--- src/rtl/fu_credit_queue_if.sv ---
// fu_credit_queue_if: operand, credit and completion bundle between a switch, the FU and the queue stage.
`ifndef PATH_BITS
`define PATH_BITS 32
`endif
interface fu_credit_queue_if #(
  parameter int BITS  = `PATH_BITS,
  parameter int DEPTH = 2
);
  logic                       valid_in;
  logic [BITS-1:0]            data_in;
  logic                       credit_in;
  logic                       done;
  logic                       valid_out;
  logic [BITS-1:0]            data_out;
  logic                       credit_out;
  logic [$clog2(DEPTH+1)-1:0] occupancy;
  logic                       err;
  modport master (
    output valid_in, data_in, credit_in, done,
    input  valid_out, data_out, credit_out, occupancy, err
  );
  modport slave (
    input  valid_in, data_in, credit_in, done,
    output valid_out, data_out, credit_out, occupancy, err
  );
endinterface

--- src/rtl/fu_credit_queue.sv ---
// fu_credit_queue: credit-gated operand queue feeding one FU, completion by external done or fixed latency.
`ifndef PATH_BITS
`define PATH_BITS 32
`endif
module fu_credit_queue #(
  parameter int ID          = 0,
  parameter int BITS        = `PATH_BITS,
  parameter int DEPTH       = 2,
  parameter int CREDITS     = 1,
  parameter int MAX_CREDITS = 4,
  parameter int LATENCY     = 0
) (
  input logic              clk,
  input logic              rst,
  fu_credit_queue_if.slave io_bus
);
  localparam int CW = $clog2(MAX_CREDITS + 1);
  localparam int OW = $clog2(DEPTH + 1);
  localparam int PW = DEPTH > 1 ? $clog2(DEPTH) : 1;
  localparam int LW = $clog2(LATENCY + 2);
  typedef enum logic {IDLE, BUSY} state_t;
  state_t          r_state, w_state;
  logic [BITS-1:0] r_mem [DEPTH];
  logic [PW-1:0]   r_head, r_tail, w_next;
  logic [OW-1:0]   r_occ;
  logic [CW-1:0]   r_cred;
  logic [LW-1:0]   r_lat;
  logic [BITS-1:0] r_data;
  logic            r_credit_out, r_err;
  logic            w_busy, w_cpl, w_pend, w_bypass, w_issue, w_push, w_drop, w_ovf, w_bad_done;

  function automatic logic [PW-1:0] inc(input logic [PW-1:0] p);
    return p == PW'(DEPTH - 1) ? '0 : p + 1'b1;
  endfunction

  // The in-service operand stays at the queue head until completion, so the next candidate sits behind it.
  always_comb begin
    w_busy     = r_state == BUSY;
    w_cpl      = w_busy && (LATENCY == 0 ? io_bus.done : r_lat == LW'(1));
    w_pend     = w_busy ? r_occ > OW'(1) : r_occ != '0;
    w_bypass   = !w_pend && io_bus.valid_in;
    w_issue    = (!w_busy || w_cpl) && (w_pend || io_bus.valid_in) && (r_cred != '0 || io_bus.credit_in);
    w_push     = io_bus.valid_in && (r_occ != OW'(DEPTH) || w_cpl);
    w_drop     = io_bus.valid_in && !w_push;
    w_ovf      = io_bus.credit_in && !w_issue && r_cred == CW'(MAX_CREDITS);
    w_bad_done = LATENCY == 0 && io_bus.done && !w_busy;
    w_next     = w_busy ? inc(r_head) : r_head;
    w_state    = w_issue ? BUSY : w_cpl ? IDLE : r_state;
  end

  always_ff @(posedge clk or posedge rst) begin
    if (rst) begin
      r_state      <= IDLE;
      r_head       <= '0;
      r_tail       <= '0;
      r_occ        <= '0;
      r_cred       <= CW'(CREDITS);
      r_lat        <= '0;
      r_data       <= '0;
      r_credit_out <= 1'b0;
      r_err        <= 1'b0;
    end else begin
      r_state      <= w_state;
      r_credit_out <= w_cpl;
      r_err        <= r_err | w_drop | w_ovf | w_bad_done;
      r_occ        <= r_occ + OW'(w_push) - OW'(w_cpl);
      r_cred       <= r_cred + CW'(io_bus.credit_in && !w_ovf) - CW'(w_issue);
      r_lat        <= w_issue ? LW'(LATENCY) : (w_busy && r_lat != '0) ? r_lat - 1'b1 : r_lat;
      if (w_push) r_tail <= inc(r_tail);
      if (w_cpl) r_head <= inc(r_head);
      if (w_issue) r_data <= w_bypass ? io_bus.data_in : r_mem[w_next];
    end
  end

  always_ff @(posedge clk)
    if (w_push) r_mem[r_tail] <= io_bus.data_in;

  assign io_bus.valid_out  = r_state == BUSY;
  assign io_bus.data_out   = r_data;
  assign io_bus.credit_out = r_credit_out;
  assign io_bus.occupancy  = r_occ;
  assign io_bus.err        = r_err;
endmodule

--- src/flat_wrapper.sv ---
// flat-port wrapper written by rule: the top's interface ports become plain ports
module fu_credit_queue_flat 
#(
  parameter int ID          = 0,
  parameter int BITS        = `PATH_BITS,
  parameter int DEPTH       = 2,
  parameter int CREDITS     = 1,
  parameter int MAX_CREDITS = 4,
  parameter int LATENCY     = 0
)
  (clk, rst, io_bus_valid_in, io_bus_data_in, io_bus_credit_in, io_bus_done, io_bus_valid_out, io_bus_data_out, io_bus_credit_out, io_bus_occupancy, io_bus_err);
  fu_credit_queue_if #(.BITS(BITS), .DEPTH(DEPTH)) io_bus_i ();
  input logic clk;
  input logic rst;
  input wire logic [$bits(io_bus_i.valid_in)-1:0] io_bus_valid_in;
  input wire logic [$bits(io_bus_i.data_in)-1:0] io_bus_data_in;
  input wire logic [$bits(io_bus_i.credit_in)-1:0] io_bus_credit_in;
  input wire logic [$bits(io_bus_i.done)-1:0] io_bus_done;
  output wire logic [$bits(io_bus_i.valid_out)-1:0] io_bus_valid_out;
  output wire logic [$bits(io_bus_i.data_out)-1:0] io_bus_data_out;
  output wire logic [$bits(io_bus_i.credit_out)-1:0] io_bus_credit_out;
  output wire logic [$bits(io_bus_i.occupancy)-1:0] io_bus_occupancy;
  output wire logic [$bits(io_bus_i.err)-1:0] io_bus_err;
  assign io_bus_i.valid_in = io_bus_valid_in;
  assign io_bus_i.data_in = io_bus_data_in;
  assign io_bus_i.credit_in = io_bus_credit_in;
  assign io_bus_i.done = io_bus_done;
  assign io_bus_valid_out = io_bus_i.valid_out;
  assign io_bus_data_out = io_bus_i.data_out;
  assign io_bus_credit_out = io_bus_i.credit_out;
  assign io_bus_occupancy = io_bus_i.occupancy;
  assign io_bus_err = io_bus_i.err;
  fu_credit_queue #(.ID(ID), .BITS(BITS), .DEPTH(DEPTH), .CREDITS(CREDITS), .MAX_CREDITS(MAX_CREDITS), .LATENCY(LATENCY)) u_core (.clk(clk), .rst(rst), .io_bus(io_bus_i));
endmodule
--- config.mk ---
export PLATFORM = sky130hd
export DESIGN_NAME = fu_credit_queue_flat
export DESIGN_NICKNAME = d
export VERILOG_FILES = /design/src/rtl/fu_credit_queue_if.sv /design/src/rtl/fu_credit_queue.sv /design/src/flat_wrapper.sv
export SDC_FILE = /design/constraint.sdc
export NUM_CORES = 1
export LEC_CHECK = 0
export ABC_AREA = 1
export BUFFER_PORTS_ARGS = -buffer_cell sky130_fd_sc_hd__buf_2
export CORE_UTILIZATION = 35
export CTS_CLUSTER_SIZE = 14
export DETAILED_ROUTE_END_ITERATION = 10
export GPL_TIMING_DRIVEN = 0
export PLACE_DENSITY_LB_ADDON = 0.12
export SYNTH_ARGS = -nofsm -noshare
export SYNTH_HDL_FRONTEND = slang
export SYNTH_SLANG_ARGS = --single-unit
export TNS_END_PERCENT = 1
--- constraint.sdc ---
create_clock -name clk -period 4.9 [get_ports clk]
set_input_delay 0.245 -clock clk [delete_from_list [all_inputs] [get_ports clk]]
set_output_delay 0.245 -clock clk [all_outputs]
set_load 0.005 [all_outputs]
Word level (Yosys, flattened, before mapping)

Memories as Yosys holds them, arrays and structs flattened.
Cells that the tools add are included.

Add/subtract/negate cells: 6
$lt $le $gt $ge: 1
Equality and inequality tests: 2
Mux-type cells: 9
Bitwise logic cells: 3
Reductions and logical operators: 22

Operators with widths:

| cell                                               | count |
|---|---|
| two-way mux 32 bit                                 | 1 |
| logical AND 1 bit                                  | 10 |
| two-way mux 1 bit                                  | 8 |
| logical NOT 1 bit                                  | 5 |
| logical OR 1 bit                                   | 4 |
| nonzero test 2 bit                                 | 2 |
| adder 3 x 1 -> 3 bit                               | 1 |
| equality test 3 bit, second input constant         | 1 |
| bitwise OR 1 bit                                   | 3 |
| nonzero test 3 bit                                 | 1 |
| subtractor 3 x 1 -> 3 bit                          | 1 |
| adder 1 bit, second input constant                 | 2 |
| adder 2 x 1 -> 2 bit                               | 1 |
| > comparator 2 x 1 -> 1 bit, second input constant | 1 |
| != test 2 bit, second input constant               | 1 |
| subtractor 2 x 1 -> 2 bit                          | 1 |

Register bits after elaboration: 42
RAM bits: 64
Input port bits: 37
Output and inout port bits: 37
Logic and storage cells: 52
Memories: 1

Memory list:

| name         | words | width | read ports | clocked after memory_dff | write ports | line                  | RTL |
|---|---|---|---|---|---|---|---|
| u_core.r_mem | 2     | 32    | 1          | 0                        | 1           | fu_credit_queue.sv:23 | `logic [BITS-1:0] r_mem [DEPTH];` |

Longest topological paths before layout

Depth in word-level cells: 12
Gate-level depth with buffers: 12

Least setup slack after synthesis

No wires, ideal clock.

Path kind: register to register
Start: register u_core.r_state, in the netlist u_core.io_bus.valid_out
End: memory u_core.r_mem[1][0] in the netlist's numbering (enable)
Setup time: 0.422 ns
Arrival time: 2.069 ns
Setup slack: 2.409 ns
Cell stages (with the launch flop): 5
Path buffers: 0
Cell sequence: dfrtp_1 > nand2_1 > nand3_1 > nand2_1 > nor2_1

Cells in the longest elaborated chain, start to end: 5

RTL lines:

| element                                 | line                  | RTL |
|---|---|---|
| start: declaration                      | fu_credit_queue.sv:22 | `state_t r_state, w_state;` |
| start signal: assignment                | fu_credit_queue.sv:63 | `r_state <= w_state;` |
| logical AND 1 bit                       | fu_credit_queue.sv:39 | `w_cpl = w_busy && (LATENCY == 0 ? io_bus.done : r_lat == LW'(1));` |
| logical OR 1 bit                        | fu_credit_queue.sv:43 | `w_push = io_bus.valid_in && (r_occ != OW'(DEPTH) \|\| w_cpl);` |
| logical AND 1 bit                       | fu_credit_queue.sv:43 |  |
| two-way mux 1 bit                       | fu_credit_queue.sv:76 | `if (w_push) r_mem[r_tail] <= io_bus.data_in;` |
| two-way mux 1 bit (not written as such) | fu_credit_queue.sv:76 |  |
| end: declaration                        | fu_credit_queue.sv:23 |  |

Every way passes these cells.

Final worst setup path

Start: register u_core.r_cred[1]
End: register u_core.r_cred[2]

Cells in the longest elaborated chain, start to end: 10
Elaborated cells between the ends (all ways): 11
Those cells by class: add/sub: 2; eq/ne: 1; reduce/logical: 8

RTL lines:

| element                        | line                  | RTL |
|---|---|---|
| start: declaration             | fu_credit_queue.sv:26 | `logic [CW-1:0] r_cred;` |
| start signal: assignment       | fu_credit_queue.sv:57 | `r_cred <= CW'(CREDITS);` |
| start signal: assignment       | fu_credit_queue.sv:67 | `r_cred <= r_cred + CW'(io_bus.credit_in && !w_ovf) - CW'(w_issue);` |
| nonzero test 3 bit *           | fu_credit_queue.sv:42 | `w_issue = (!w_busy \|\| w_cpl) && (w_pend \|\| io_bus.valid_in) && (r_cred != '0 \|\| io_bus.credit_in);` |
| logical OR 1 bit *             | fu_credit_queue.sv:42 |  |
| logical AND 1 bit *            | fu_credit_queue.sv:42 |  |
| via u_core.w_issue             | fu_credit_queue.sv:30 | `logic w_busy, w_cpl, w_pend, w_bypass, w_issue, w_push, w_drop, w_ovf, w_bad_done;` |
| logical NOT 1 bit              | fu_credit_queue.sv:45 | `w_ovf = io_bus.credit_in && !w_issue && r_cred == CW'(MAX_CREDITS);` |
| logical AND 1 bit (2 in a row) | fu_credit_queue.sv:45 |  |
| logical NOT 1 bit              | fu_credit_queue.sv:67 |  |
| logical AND 1 bit              | fu_credit_queue.sv:67 |  |
| adder 3 x 1 -> 3 bit           | fu_credit_queue.sv:67 |  |
| subtractor 3 x 1 -> 3 bit *    | fu_credit_queue.sv:67 |  |

The timed path passes the listed nets; every way through them passes the cells marked *.
A chain may end at the register's enable or synchronous reset.

==> flow_summary.toml <==
[status]
run_status = "finished, final reports clean"

[timing]
tightest_slew_ns = 0.5789
achievable-frequency_mhz = 408.7
relSlewSlack_pct = 61.32
rsz_0062_raised_after_global_routing = "false"
final_setup_violations = 0
layout_min_cycle_time_ns = 2.447
finalMaxSlewViolations = 0
fin_skew_ns = 0.007430
setup-tns-final_ns = 0
timing.final.crit_share_pct = 49.94
timing.final.hold_violations = 0

[yosys]
synth_edf_count = 64
synth.lib_cells_used.distinct = 28
synth_async_sr_flop_share_pct = 39.62
synth.largest_area_cell = "edfxtp_1"
syn-cell-area_sq_mm = 0.004786
count_of_yosys_warnings_during_synthesis = 0
syn_inst = 441
main_synth_ff_type = "edfxtp_1"
yosys-top-cells-area = "edfxtp_1, dfrtp_1, nand3_1"
synthesis.area_per_instance_sq_um = 10.85
count_of_state_elements_after_synthesis = 106
synth-seq-area-share_pct = 62.14
syn_nets = 483
area_share_of_the_largest_cell_type_after_synthesis_pct = 40.16

[route]
postRouteWirelength_microns = 10760
iteration_count_of_the_initial_detailed_routing_pass = 4
avgRoutedWirePerCell_microns = 15.13
route.antenna.remaining_nets = 0
route.detailed.drc = 0
first_iter_violations = 161
vias = 3316
avgViaCountPerCell = 4.664

[run]
max_cap_viol_count = 0

[floorplanning]
std_cell_rows = 42
initial_core_util_pct = 36.00
fp.dieArea_sq_mm = 0.01415
ios = 74
chipHeight_microns = 118.9
placeableCoreArea_sq_mm = 0.01330
x_dimension_of_the_die_microns = 118.9

[min_path]
worstHoldPathType = "in -> reg"
min_from = "io_bus_data_in[0]"

[layout]
area_growth_syn_to_layout_pct = 20.92
finish.cell_count_without_fillers = 711
layout.nets = 571
final_design_area_no_fill_sq_mm = 0.005787
drive_above_1_share_pct = 29.78

[power_and_ir_drop]
power_per_cell_area_mw_per_mm2 = 647.5
power.ir.vdd_worst_mv = 0.2080
static_power_due_to_leakage_nw = 2.683

[clocking]
h-tree-depth = 3
cts_tree = "done"
cts_setup_buffers = 0
cts_buffers = 9
cts_root_buf = "clkbuf_16"
longest_clk_path_bufs = 2
worstSkewPairLatency_ns = 0.34
cts.sinks = 106
worst_setup_hold_path_clk_slew_ns = 0.07

[global_route]
via_count_of_the_first_global_routing_pass = 3343
grt_antenna_before_repair = 1
grt_usage_pct = 16.47
grt_start_max_net_pins = 33
overflow = 0
first_pass_grt_wire_length_microns = 17600

[setup_path]
startpoint_of_the_most_critical_setup_path = "u_core.r_cred[1]"
path_max_fanout = 10
critical_path_required_time_ns = 5.12
worstReg2RegStart = "u_core.r_cred[1]"
critical_setup_path_kind = "reg -> reg"
timing.critical_path.to_type = "flip-flop"
cp_data_arrival_time_ns = 2.67
cp-start-kind = "flip-flop"

[placed_design]
place_congestion = 0.7105
detailed_place_hpwl_microns = 7134
placement.cell_area_sq_mm = 0.005454
place_inst = 693
numPortBuffers = 73
-- per-stage QoR --
| stage | hold WS, ns | util [%] | worst slack [ns] | power [mW] |
|---|---|---|---|---|
| after global placement | 0.4500 | 40.40 | 1.199 | 2.975 |
| final | 0.1001 | 43.53 | 2.453 | 3.747 |
| after CTS | 0.09136 | 43.51 | 2.446 | 3.817 |
| after detailed placement | 0.2094 | 41.02 | 2.470 | 3.029 |
| after floorplan | 0.3439 | - | 2.409 | 2.489 |
| after global routing | 0.09312 | 43.51 | 2.286 | 4.058 |
-- worst max-delay path: stages, from the launching register on --
cell and delay [ns]:
dfrtp_1 0.40, nor2_1 0.20, nand3_1 0.19, inv_2 0.14
nor2_8 0.07, buf_12 0.15, ha_1 0.27, inv_1 0.04
ha_1 0.19, fa_1 0.38, xnor2_1 0.15, xor2_1 0.14
-- cells in the mapped netlist (3+ instances only) --
master / number
buf_2: 12
dfrtp_1: 41
buf_12: 3
buf_4: 5
inv_1: 47
nand2_1: 101
nand3_2: 30
xor2_1: 3
nand2_2: 4
ha_1: 4
nor2_1: 5
inv_2: 4
edfxtp_1: 64
nand3_1: 101
-- routing by layer --
metal / part of all wire [%] / wire length, microns / global-route usage (%) / up-vias
met2: 52 / 5579 / 28.18 / 70
met1: 42 / 4484 / 20.57 / 1589
met3: 5.2 / 559 / 3.640 / 10
li1: - / - / - / 1647
met4: 1.3 / 136 / 5.459 / 0
met5: 0 / 0 / 0 / -
-- where the power goes --
part | internal, mW | switching (mW)
Clock | 0.460 | 0.313
Combinational | 0.615 | 0.957
Sequential | 1.27 | 0.127
-- cell families after synthesis --
| family | synth area share [%] |
|---|---|
| AO/OA/AOI/OAI | 0.3398 |
| XOR/XNOR | 0.9152 |
| adder cells (fa/ha/maj) | 1.464 |
| buffers and inverters | 7.765 |
| flip-flops | 62.14 |
| AND/OR/NAND/NOR | 27.37 |
-- cell usage in the layout (no fill, tap or decap), types with 2 or more instances in the layout --
master     instances
buf_12             5
nand2_1          101
buf_2             85
nor2_1             3
nand2_2            4
nand3_2           30
nor2_4             2
inv_2              5
dfrtp_1           41
clkbuf_1           3
xor2_1             3
edfxtp_1          64
buf_4              5
clkinv_2           2
bufinv_16          2
nand3_1          101
inv_1             46
xnor2_1            2
nand3_4            2
clkbuf_16          9
ha_1               4
-- layout make-up --
| type | count | area [sq um] |
|---|---|---|
| inverter | 51 | 191.4 |
| antenna | 1 | 2.502 |
| buffer | 24 | 180.2 |
| multi-input combinational | 260 | 1455 |
| fill | 1333 | 7508 |
| sequential | 106 | 2974 |
| tap | 176 | 220.2 |
| timing repair buffer | 77 | 442.9 |
| clock inverter | 5 | 77.57 |
| clock buffer | 11 | 242.7 |
-- sequential cells by signal (all words and copies together) (netlist names) --
name / cells
u_core.r_mem: 64
u_core.io_bus.data_out: 32
u_core.r_cred: 3
u_core.io_bus.occupancy: 2
u_core.io_bus.credit_out: 1
u_core.io_bus.err: 1
u_core.io_bus.valid_out: 1
u_core.r_head: 1
u_core.r_tail: 1
-- path summary, 6_finish.rpt --
path,to,slack (ns),depth (start not counted)
max,u_core.r_cred[2],2.45,11
min,u_core.r_mem[0][0],0.10,1
max reg2reg,u_core.r_cred[2],2.45,11
min reg2reg,u_core.io_bus.data_out[15],0.47,2
max in group asynchronous,u_core.r_cred[0],3.96,4
min in group asynchronous,u_core.io_bus.data_out[13],0.39,3
-- what timing repair did --
item,4_1_cts,5_1_grt
gates resized for setup,0,0
hold buffers,1,0
endpoints found under the hold margin,10,0
Note: power is estimated with default switching activity, not from simulation.
